File: src/rtl/bcd2bin_seq.sv
// Sequential reverse double-dabble: packed BCD in, unsigned binary out.
// One shift-and-correct iteration per clock, start/ready handshake, done pulse.
module bcd2bin_seq #(
  parameter int DIGITS = 3,
  parameter int BIN_W  = 10
) (
  input  logic                  clk,
  input  logic                  rst,
  input  logic                  start,
  input  logic [4*DIGITS-1:0]   bcd_in,
  output logic                  ready,
  output logic                  busy,
  output logic                  done,
  output logic [BIN_W-1:0]      bin_out,
  output logic                  err
);

  localparam int BCD_W = 4 * DIGITS;
  localparam int SR_W  = BCD_W + BIN_W;
  localparam int CNT_W = (BIN_W > 1) ? $clog2(BIN_W) : 1;
  localparam logic [CNT_W-1:0] LAST_CNT = CNT_W'(BIN_W - 1);

  typedef enum logic [1:0] {
    IDLE    = 2'd0,
    CONVERT = 2'd1,
    DONE    = 2'd2
  } state_t;

  state_t              state_r;
  state_t              state_next_s;
  logic [SR_W-1:0]     sr_r;
  logic [SR_W-1:0]     corrected_s;
  logic [CNT_W-1:0]    cnt_r;
  logic                inv_r;
  logic                ready_r;
  logic                busy_r;
  logic                done_r;
  logic [BIN_W-1:0]    bin_out_r;
  logic                err_r;

  // Any BCD digit above 9 marks the whole word as invalid.
  function automatic logic any_invalid(input logic [BCD_W-1:0] bcd);
    logic bad;
    bad = 1'b0;
    for (int d = 0; d < DIGITS; d++) begin
      if (bcd[4*d +: 4] > 4'd9) begin
        bad = 1'b1;
      end else begin
        bad = bad;
      end
    end
    return bad;
  endfunction

  // Digits that reach 8 or more after the right shift drop back by 3.
  function automatic logic [SR_W-1:0] correct_digits(input logic [SR_W-1:0] word);
    logic [SR_W-1:0] w;
    logic [3:0]      digit;
    w = word;
    for (int d = 0; d < DIGITS; d++) begin
      digit = w[BIN_W + 4*d +: 4];
      if (digit >= 4'd8) begin
        w[BIN_W + 4*d +: 4] = digit - 4'd3;
      end else begin
        w[BIN_W + 4*d +: 4] = digit;
      end
    end
    return w;
  endfunction

  // Shift right with zero fill, then correct every digit of the shifted word.
  always_comb begin
    corrected_s = correct_digits({1'b0, sr_r[SR_W-1:1]});
  end

  // Next-state decode.
  always_comb begin
    state_next_s = state_r;
    case (state_r)
      IDLE: begin
        if (start) begin
          state_next_s = CONVERT;
        end else begin
          state_next_s = IDLE;
        end
      end
      CONVERT: begin
        if (cnt_r == LAST_CNT) begin
          state_next_s = DONE;
        end else begin
          state_next_s = CONVERT;
        end
      end
      DONE:    state_next_s = IDLE;
      default: state_next_s = IDLE;
    endcase
  end

  // State, datapath and registered handshake outputs.
  always_ff @(posedge clk) begin
    if (rst) begin
      state_r   <= IDLE;
      sr_r      <= {SR_W{1'b0}};
      cnt_r     <= {CNT_W{1'b0}};
      inv_r     <= 1'b0;
      ready_r   <= 1'b1;
      busy_r    <= 1'b0;
      done_r    <= 1'b0;
      bin_out_r <= {BIN_W{1'b0}};
      err_r     <= 1'b0;
    end else begin
      state_r <= state_next_s;
      ready_r <= (state_next_s == IDLE);
      busy_r  <= (state_next_s != IDLE);
      done_r  <= (state_next_s == DONE);
      case (state_r)
        IDLE: begin
          if (start) begin
            sr_r  <= {bcd_in, {BIN_W{1'b0}}};
            cnt_r <= {CNT_W{1'b0}};
            inv_r <= any_invalid(bcd_in);
          end else begin
            sr_r  <= sr_r;
          end
        end
        CONVERT: begin
          sr_r <= corrected_s;
          if (cnt_r == LAST_CNT) begin
            cnt_r     <= {CNT_W{1'b0}};
            bin_out_r <= inv_r ? {BIN_W{1'b0}} : corrected_s[BIN_W-1:0];
            err_r     <= inv_r;
          end else begin
            cnt_r <= cnt_r + CNT_W'(1);
          end
        end
        default: begin
          sr_r <= sr_r;
        end
      endcase
    end
  end

  assign ready   = ready_r;
  assign busy    = busy_r;
  assign done    = done_r;
  assign bin_out = bin_out_r;
  assign err     = err_r;

endmodule
File: config.mk
export PLATFORM = sky130hd
export DESIGN_NAME = bcd2bin_seq
export DESIGN_NICKNAME = d
export VERILOG_FILES = /design/src/rtl/bcd2bin_seq.sv
export SDC_FILE = /design/constraint.sdc
export NUM_CORES = 1
export LEC_CHECK = 0
export CORE_MARGIN = 5
export CORE_UTILIZATION = 45
export CTS_BUF_LIST = sky130_fd_sc_hd__clkbuf_8 sky130_fd_sc_hd__clkbuf_16
export DETAILED_ROUTE_END_ITERATION = 12
export GPL_TIMING_DRIVEN = 0
export PLACE_DENSITY_LB_ADDON = 0.2
export RECOVER_POWER = 100
export SYNTH_ARGS = -nofsm -noshare
export SYNTH_HDL_FRONTEND = slang
export SYNTH_SLANG_ARGS = --single-unit
File: constraint.sdc
create_clock -name clk -period 2.7 [get_ports clk]
set_clock_uncertainty 0.2 [all_clocks]
set_input_delay 0.81 -clock clk [delete_from_list [all_inputs] [get_ports clk]]
set_output_delay 0.81 -clock clk [all_outputs]
set_load 0.03 [all_outputs]
# After elaboration in Yosys (flattened, before gate mapping)
# Index checks and enable logic that the tools add are counted.
# W data, S select, Z words.
# word_totals
ff_bits	43
inputBits	15
out_inout_bits	14
wordCells	42
# classes
n_addsub	3
magnitude_cmp	5
eq_ne	4
n_mux	14
reduce_logical	7
# op_table
cell	count
$pmux W22 S2	1
$mux W22	1
$mux W4	4
$gt A4 B4 Y1 const B	3
$mux W10	1
$ge A4 B4 Y1 const B	2
$pmux W4 S2	1
$sub A4 B2 Y4 const B	2
$reduce_and A2 Y1	3
$add A4 B1 Y4 const B	1
$eq A4 B4 Y1 const B	1
$logic_not A2 Y1	2
$mux W1	4
$pmux W2 S2	1
$reduce_bool A2 Y1	2
$eq A2 B1 Y1 const B	1
$eq A2 B2 Y1 const B	1
$mux W2	1
$ne A2 B2 Y1 const B	1

# Longest topological paths before layout
# Gate-level depths: netlist (run 1).
# logic_depth
ltp_word	4
depth_mapped	6
depth_no_buf	5

# Least setup slack after synthesis (run 1)
# OpenSTA, ideal clock, no wires.
# synth_timing
path_type	in2reg
from	in rst
to	reg state_r[1]
arrival_ps	1497
required_ps	2368
setup_slack_ps	871
cell_stages	4
n_path_buf	3
path_cell_list	buf_2 > buf_2 > buf_1 > nor3_1
# synth_lines
item	line_no	text
start, declared	8	input logic rst,
end signal, assigned	112	state_r <= state_next_s;
end, declared	29	state_t state_r;
# No word-level cell between the ends.

# Worst setup path after layout (run 1)
# layout_timing
from	reg bin_out_r[9], in the netlist bin_out[9]
to	out bin_out[9]
# layout_lines
item	line_no	text
start, declared	38	logic [BIN_W-1:0] bin_out_r;
start signal, assigned	109	bin_out_r <= {BIN_W{1'b0}};
start signal, assigned	130	bin_out_r <= inv_r ? {BIN_W{1'b0}} : corrected_s[BIN_W-1:0];
end, declared	14	output logic [BIN_W-1:0] bin_out,
# No word-level cell between the ends.

==> qor.yml, run 1 <==
run_status:
  status: "complete, no violations"
floorplan:
  core_area_um2: 4090
  rows: 23
  start_util_pct: 47.2
  dieArea_um2: 5690
  boundaryPins: 29
  die_h_um: 75.5
  die_w_um: 75.5
critical_path:
  worstSetupPathType: "reg2out"
  r2r_setup_slack_ns: 0.89
  reg2regPathDepth: 6
  crit_cells: 1
  timing.rr.start: "cnt_r[1]"
  setup.worst_path.end: "bin_out[9]"
  cp.buffers_inverters: 1
  crit_start: "bin_out[9]"
  crit_chain: "dlygate4sd3_1"
  cpLargestDelayFamily: "buffers and inverters"
  cp_slowest_cell: "dlygate4sd3_1"
  cp.arrival_ns: 1.36
  timing.rr.end: "cnt_r[3]"
  path_max_fanout: 2
  required_ns: 1.69
  slowest_delay_ns: 0.74
  cp-end-kind: "output port"
  startpoint_type: "register"
routing:
  via_per_inst: 5.53
  wl_per_cell_um: 15.4
  drt_iter0_drc: 151
  drcViolationCount: 0
  wl_um: 4680
  ant_nets: 0
  vias: 1681
  first_pass_iters: 4
clock_network:
  cts_hold_buffers: 0
  cts_tree: "built"
  postCtsSetupRepairBufs: 0
  clock-root-buffer: "clkbuf_8"
  clk_path_buf_depth: 2
  clk_latency_ns: 0.29
  path_clk_slew_ns: 0.08
  htree_levels: 2
  clkSinkCount: 42
  cts_buffers: 5
  cts_resized: 0
timing:
  whs_ns: 0.273
  hold_viol: 0
  tns_ns: 0
  layout_min_cycle_time_ns: 2.37
  setup_viol: 0
  period_share_pct: 87.9
  rsz0062_at_grt: "false"
  drv_slew: 0
  tightest_slew_ns: 0.695
  relSlewSlack_pct: 53.6
  fin_ws_ns: 0.326
  max_freq_ghz: 0.421
synth:
  yosysUniqueCellTypes: 40
  yosysWarnings: 0
  synth_ff_type: "dfxtp_1"
  synth_cells: 219
  syn-cell-area_um2: 1930
  avgSynthCellArea_um2: 8.80
  synth_edf_count: 0
  async_reset_ff_share_pct: 0
  ys_seq_area_share_pct: 43.6
  syn-num-nets: 240
  synth_seq_cells: 42
power:
  ir_drop_mv: 0.304
  power_mw: 1.27
  power_leakage_nw: 0.857
  power_density_nw_per_um2: 543
final_layout:
  final_cell_area_um2: 2330
  fin_util_pct: 57.1
  fill_cells: 398
  multi_input_area_um2: 911
  area_growth_pct: 21.0
  drive_above_1_share_pct: 9.06
  n_antenna_cell: 0
  final_cells: 304
  seq_area_um2: 841
  fin_nets: 274
place:
  gp_congestion: 0.825
  dpl-instance-area_um2: 2260
  place_ws_ns: 0.255
  dp_hpwl_um: 3280
  place_inst: 296
  io_buffers: 27
global_routing:
  grt_usage_pct: 18.5
  grt_pass1_vias: 1578
  overflow: 0
  grt_max_degree: 13
  antenna_found_initial: 0
  grt_pass1_wl_um: 7960
min_path:
  hold_path.class: "reg2reg"
  min-delay-start: "sr_r[5]"
job:
  max_cap_viol_count: 0
[state kept, by name, summed over array words and instances (netlist names)]
| name | flops |
|---|---|
| sr_r | 21 |
| bin_out | 10 |
| cnt_r | 4 |
| state_r | 2 |
| busy | 1 |
| done | 1 |
| err | 1 |
| inv_r | 1 |
| ready | 1 |
[layer usage]
| metal | share of wire (%) | track usage (%) |
|---|---|---|
| met1 | 49 | 28.1 |
| met2 | 44 | 25.3 |
| met3 | 5.4 | 4.22 |
| met4 | 1.4 | 6.80 |
| met5 | 0 | 0 |
[cells in the final DEF, fill, tap and decap left out, types with 2 or more instances in the layout]
| master | count |
|---|---|
| or3_1 | 5 |
| xnor2_1 | 4 |
| dlygate4sd3_1 | 14 |
| nand2_1 | 19 |
| a21oi_1 | 28 |
| clkbuf_1 | 8 |
| a311oi_1 | 2 |
| nand4_1 | 11 |
| nor3_1 | 4 |
| a32o_1 | 2 |
| clkdlybuf4s50_1 | 13 |
| a221o_2 | 4 |
| nand4b_1 | 2 |
| o21ai_0 | 14 |
| nand2b_1 | 3 |
| buf_6 | 4 |
| buf_2 | 3 |
| nor2b_1 | 2 |
| o211ai_1 | 4 |
| nand3_1 | 12 |
| dfxtp_1 | 42 |
| nor2_1 | 5 |
| inv_1 | 15 |
| ha_1 | 6 |
| buf_4 | 2 |
| a211oi_1 | 5 |
| clkbuf_8 | 6 |
[final cells by class]
cell class              instances  share of cell area, %
well taps                      50                   2.68
clock buffers                   6                   3.54
clock inverters                 2                  0.375
multi-input cells             146                   39.0
plain buffers                  17                   4.50
inverters                      14                   2.25
flip-flops and latches         42                   36.0
repair buffers                 27                   11.6
[how the worst min path moves through the flow]
stage,end,slack (ns),cells after the start
final,sr_r[4],0.27,2
after global routing,bin_out[2],0.28,2
after CTS,sr_r[6],0.27,2
after detailed placement,sr_r[6],0.26,2
after global placement,sr_r[6],0.26,2
after floorplan,err,0.24,2
[kinds of logic after synthesis]
logic type | Yosys count | synth area share, %
AND/OR/NAND/NOR | 70 | 20.1
AO/OA/AOI/OAI | 66 | 21.9
flip-flops | 42 | 43.6
buffers and inverters | 31 | 8.70
XOR/XNOR | 4 | 1.82
adder cells (fa/ha/maj) | 6 | 3.89
[power by group]
part / switching [mW] / total [mW] / internal (mW) / leakage (nW)
sequential: 0.0224 / 0.666 / 0.643 / 0.342
combinational: 0.104 / 0.185 / 0.0806 / 0.463
clock: 0.214 / 0.417 / 0.203 / 0.0524
[synthesized netlist by cell type, types with 2 or more instances]
master    instances  area, µm²
nor2_1            4       15.0
nor3_1            4       20.0
nand3_1          12       60.1
nand4_1          11       68.8
or3_1             5       31.3
a311oi_1          2       17.5
inv_1            14       52.6
a32o_1            2       20.0
clkbuf_1          2       7.51
buf_6             5       56.3
a211oi_1          5       37.5
xnor2_1           4       35.0
a221o_2           4       45.0
nand2_1          19       71.3
dfxtp_1          42        841
nor2b_1           2       12.5
ha_1              6       75.1
o211ai_1          4       30.0
buf_4             2       15.0
a21oi_1          28        140
buf_2             5       25.0
nand4b_1          2       17.5
buf_1             3       11.3
nand2b_1          3       18.8
o21ai_0          14       70.1
[worst register-to-register path, delay by kind of cell, from the launching register on]
kind | cells | cell delay, ns
AOI/OAI and AO/OA | 1 | 0.14
and+or+nand+nor | 2 | 0.37
buffers and inverters | 2 | 0.47
DFF | 1 | 0.38
adders and majority gates | 1 | 0.19
No activity file was read; power rests on OpenSTA's default activity.
==> run 2, diff against run 1 <==
--- a/config.mk
+++ b/config.mk
@@ -6,12 +6,13 @@
 export NUM_CORES = 1
 export LEC_CHECK = 0
 export CORE_MARGIN = 5
-export CORE_UTILIZATION = 45
+export CORE_UTILIZATION = 35
 export CTS_BUF_LIST = sky130_fd_sc_hd__clkbuf_8 sky130_fd_sc_hd__clkbuf_16
 export DETAILED_ROUTE_END_ITERATION = 12
 export GPL_TIMING_DRIVEN = 0
 export PLACE_DENSITY_LB_ADDON = 0.2
 export RECOVER_POWER = 100
+export SLEW_MARGIN = 10
 export SYNTH_ARGS = -nofsm -noshare
 export SYNTH_HDL_FRONTEND = slang
 export SYNTH_SLANG_ARGS = --single-unit
==> qor.yml, run 2 (synthesis results as in run 1) <==
routing:
  drt_iter0_drc: 108  # was 151
  ant_nets: 0  # unchanged
  wl_um: 4880  # was 4680 µm
  drcViolationCount: 0  # unchanged
  vias: 1703  # was 1681
  first_pass_iters: 4  # unchanged
  via_per_inst: 5.22  # was 5.53
  wl_per_cell_um: 15.0  # was 15.4 µm
final_layout:
  largest_reg_flops: 21  # unchanged
  fin_util_pct: 43.3  # was 57.1%
  layout.cells.most_common: "dfxtp_1"  # unchanged
  drive_above_1_share_pct: 9.06  # unchanged
  layout_common_cells: "dfxtp_1 (42), a21oi_1 (28), nand2_1 (19)"  # unchanged
  n_antenna_cell: 0  # unchanged
  largest_register: "sr_r"  # unchanged
  area_growth_pct: 22.2  # was 21.0%
  fin_nets: 274  # unchanged
timing:
  whs_ns: 0.274  # was 0.273 ns
  drv_slew: 0  # unchanged
  relSlewSlack_pct: 48.7  # was 53.6%
  tns_ns: 0  # unchanged
  hold_viol: 0  # unchanged
  tightest_slew_ns: 0.768  # was 0.695 ns
  rsz0062_at_grt: "false"  # unchanged
  setup_viol: 0  # unchanged
  max_freq_ghz: 0.420  # was 0.421 GHz
  period_share_pct: 88.3  # was 87.9%
  layout_min_cycle_time_ns: 2.38  # was 2.37 ns
critical_path:
  crit_chain: "dlygate4sd3_1"  # unchanged
  startpoint_type: "register"  # unchanged
  cp-end-kind: "output port"  # unchanged
  slowest_delay_ns: 0.74  # about the same
  cp_slowest_cell: "dlygate4sd3_1"  # unchanged
  required_ns: 1.69  # about the same
  path_max_fanout: 2  # unchanged
  cp.arrival_ns: 1.37  # was 1.36 ns
  cpLargestDelayFamily: "buffers and inverters"  # unchanged
  cp.buffers_inverters: 1  # unchanged
  worstSetupPathType: "reg2out"  # unchanged
power:
  p_comb_share_pct: 14.6  # about the same
  power_density_nw_per_um2: 534  # was 543 nW/µm²
  seqPwrFrac_pct: 53.0  # was 52.5%
  internal_power_mw: 0.903  # was 0.927 mW
  clkPwrFrac_pct: 32.4  # was 32.9%
  p_switching_mw: 0.355  # was 0.340 mW
  switching_share_pct: 28.2  # was 26.9%
  power_mw: 1.26  # was 1.27 mW
  power_leakage_nw: 0.854  # was 0.857 nW
  ir_drop_mv: 0.184  # was 0.304 mV
clock_network:
  cts_buffers: 5  # unchanged
  clkSinkCount: 42  # unchanged
  clock-root-buffer: "clkbuf_8"  # unchanged
  cts_resized: 0  # unchanged
  postCtsSetupRepairBufs: 0  # unchanged
  clk_path_buf_depth: 2  # unchanged
  cts_hold_buffers: 0  # unchanged
  path_clk_slew_ns: 0.08  # about the same
  clk_latency_ns: 0.30  # was 0.29 ns
  cts_tree: "built"  # unchanged
  htree_levels: 2  # unchanged
floorplan:
  die_w_um: 84.2  # was 75.5 µm
  start_util_pct: 35.4  # was 47.2%
  boundaryPins: 29  # unchanged
  rows: 27  # was 23
  die_h_um: 84.2  # was 75.5 µm
  dieArea_um2: 7090  # was 5690 µm²
  core_area_um2: 5440  # was 4090 µm²
min_path:
  hold_path.class: "reg2reg"  # unchanged
global_routing:
  grt_usage_pct: 14.9  # was 18.5%
  grt_pass1_wl_um: 8470  # was 7960 µm
  overflow: 0  # unchanged
  antenna_found_initial: 0  # unchanged
  grt_pass1_vias: 1692  # was 1578
  grt_max_degree: 14  # was 13
place:
  gp_congestion: 0.771  # was 0.825
  dp_hpwl_um: 3360  # was 3280 µm
  io_buffers: 27  # unchanged
job:
  max_cap_viol_count: 0  # unchanged
run_status:
  status: "complete, no violations"  # unchanged
run 2: per-stage QoR:
stage                     std cells  setup WS (ns)  area (µm²)
after floorplan                 219          0.871        1930
after global placement          318          0.253        2290
after detailed placement        318          0.248        2290
after CTS                       326          0.366        2370
after global routing            326          0.208        2360
final                           326          0.317        2360
run 2: worst paths after layout:
kind              startpoint    endpoint  slack (ns)  depth (start not counted)
setup reg to reg    cnt_r[1]    cnt_r[3]        0.85                          6
hold reg to reg   bin_out[5]  bin_out[5]        0.27                          2
hold / removal    bin_out[5]  bin_out[5]        0.27                          2
setup / recovery  bin_out[9]  bin_out[9]        0.32                          1
run 2: tightest hold or removal path, stage by stage (launching register included):
cell	delay [ns]
dfxtp_1	0.31
o21ai_0	0.07
a21oi_1	0.06
run 2: area by class of cell:
| cell class | count | area, µm² |
|---|---|---|
| Inverter | 14 | 52.6 |
| Tap cell | 72 | 90.1 |
| Buffer | 17 | 105 |
| Fill cell | 551 | 3080 |
| Sequential cell | 42 | 841 |
| Multi-Input combinational cell | 146 | 911 |
| Timing Repair Buffer | 27 | 270 |
| Clock buffer | 5 | 68.8 |
| Clock inverter | 3 | 17.5 |
run 2: power by group through the flow:
stage | clock network (mW) | logic (mW) | registers, mW
floorplan | 0 | 0.125 | 0.679
global placement | 0 | 0.189 | 0.681
detailed placement | 0 | 0.190 | 0.681
CTS | 0.417 | 0.191 | 0.667
global route | 0.444 | 0.204 | 0.670
finish | 0.407 | 0.184 | 0.667
run 2: per-layer routing:
metal	part of all wire (%)	GRT usage (%)	up-vias
met5	0	0	-
met4	2.2	5.85	0
met3	5.9	4.12	10
met2	44	22.5	49
met1	48	20.0	791
li1	-	-	853
==> run 3, diff against run 2 <==
--- a/config.mk
+++ b/config.mk
@@ -12,7 +12,7 @@
 export GPL_TIMING_DRIVEN = 0
 export PLACE_DENSITY_LB_ADDON = 0.2
 export RECOVER_POWER = 100
-export SLEW_MARGIN = 10
+export SLEW_MARGIN = 20
 export SYNTH_ARGS = -nofsm -noshare
 export SYNTH_HDL_FRONTEND = slang
 export SYNTH_SLANG_ARGS = --single-unit
==> results of run 3 <==
The final DEF is identical to that of run 2; final timing and power are the same.
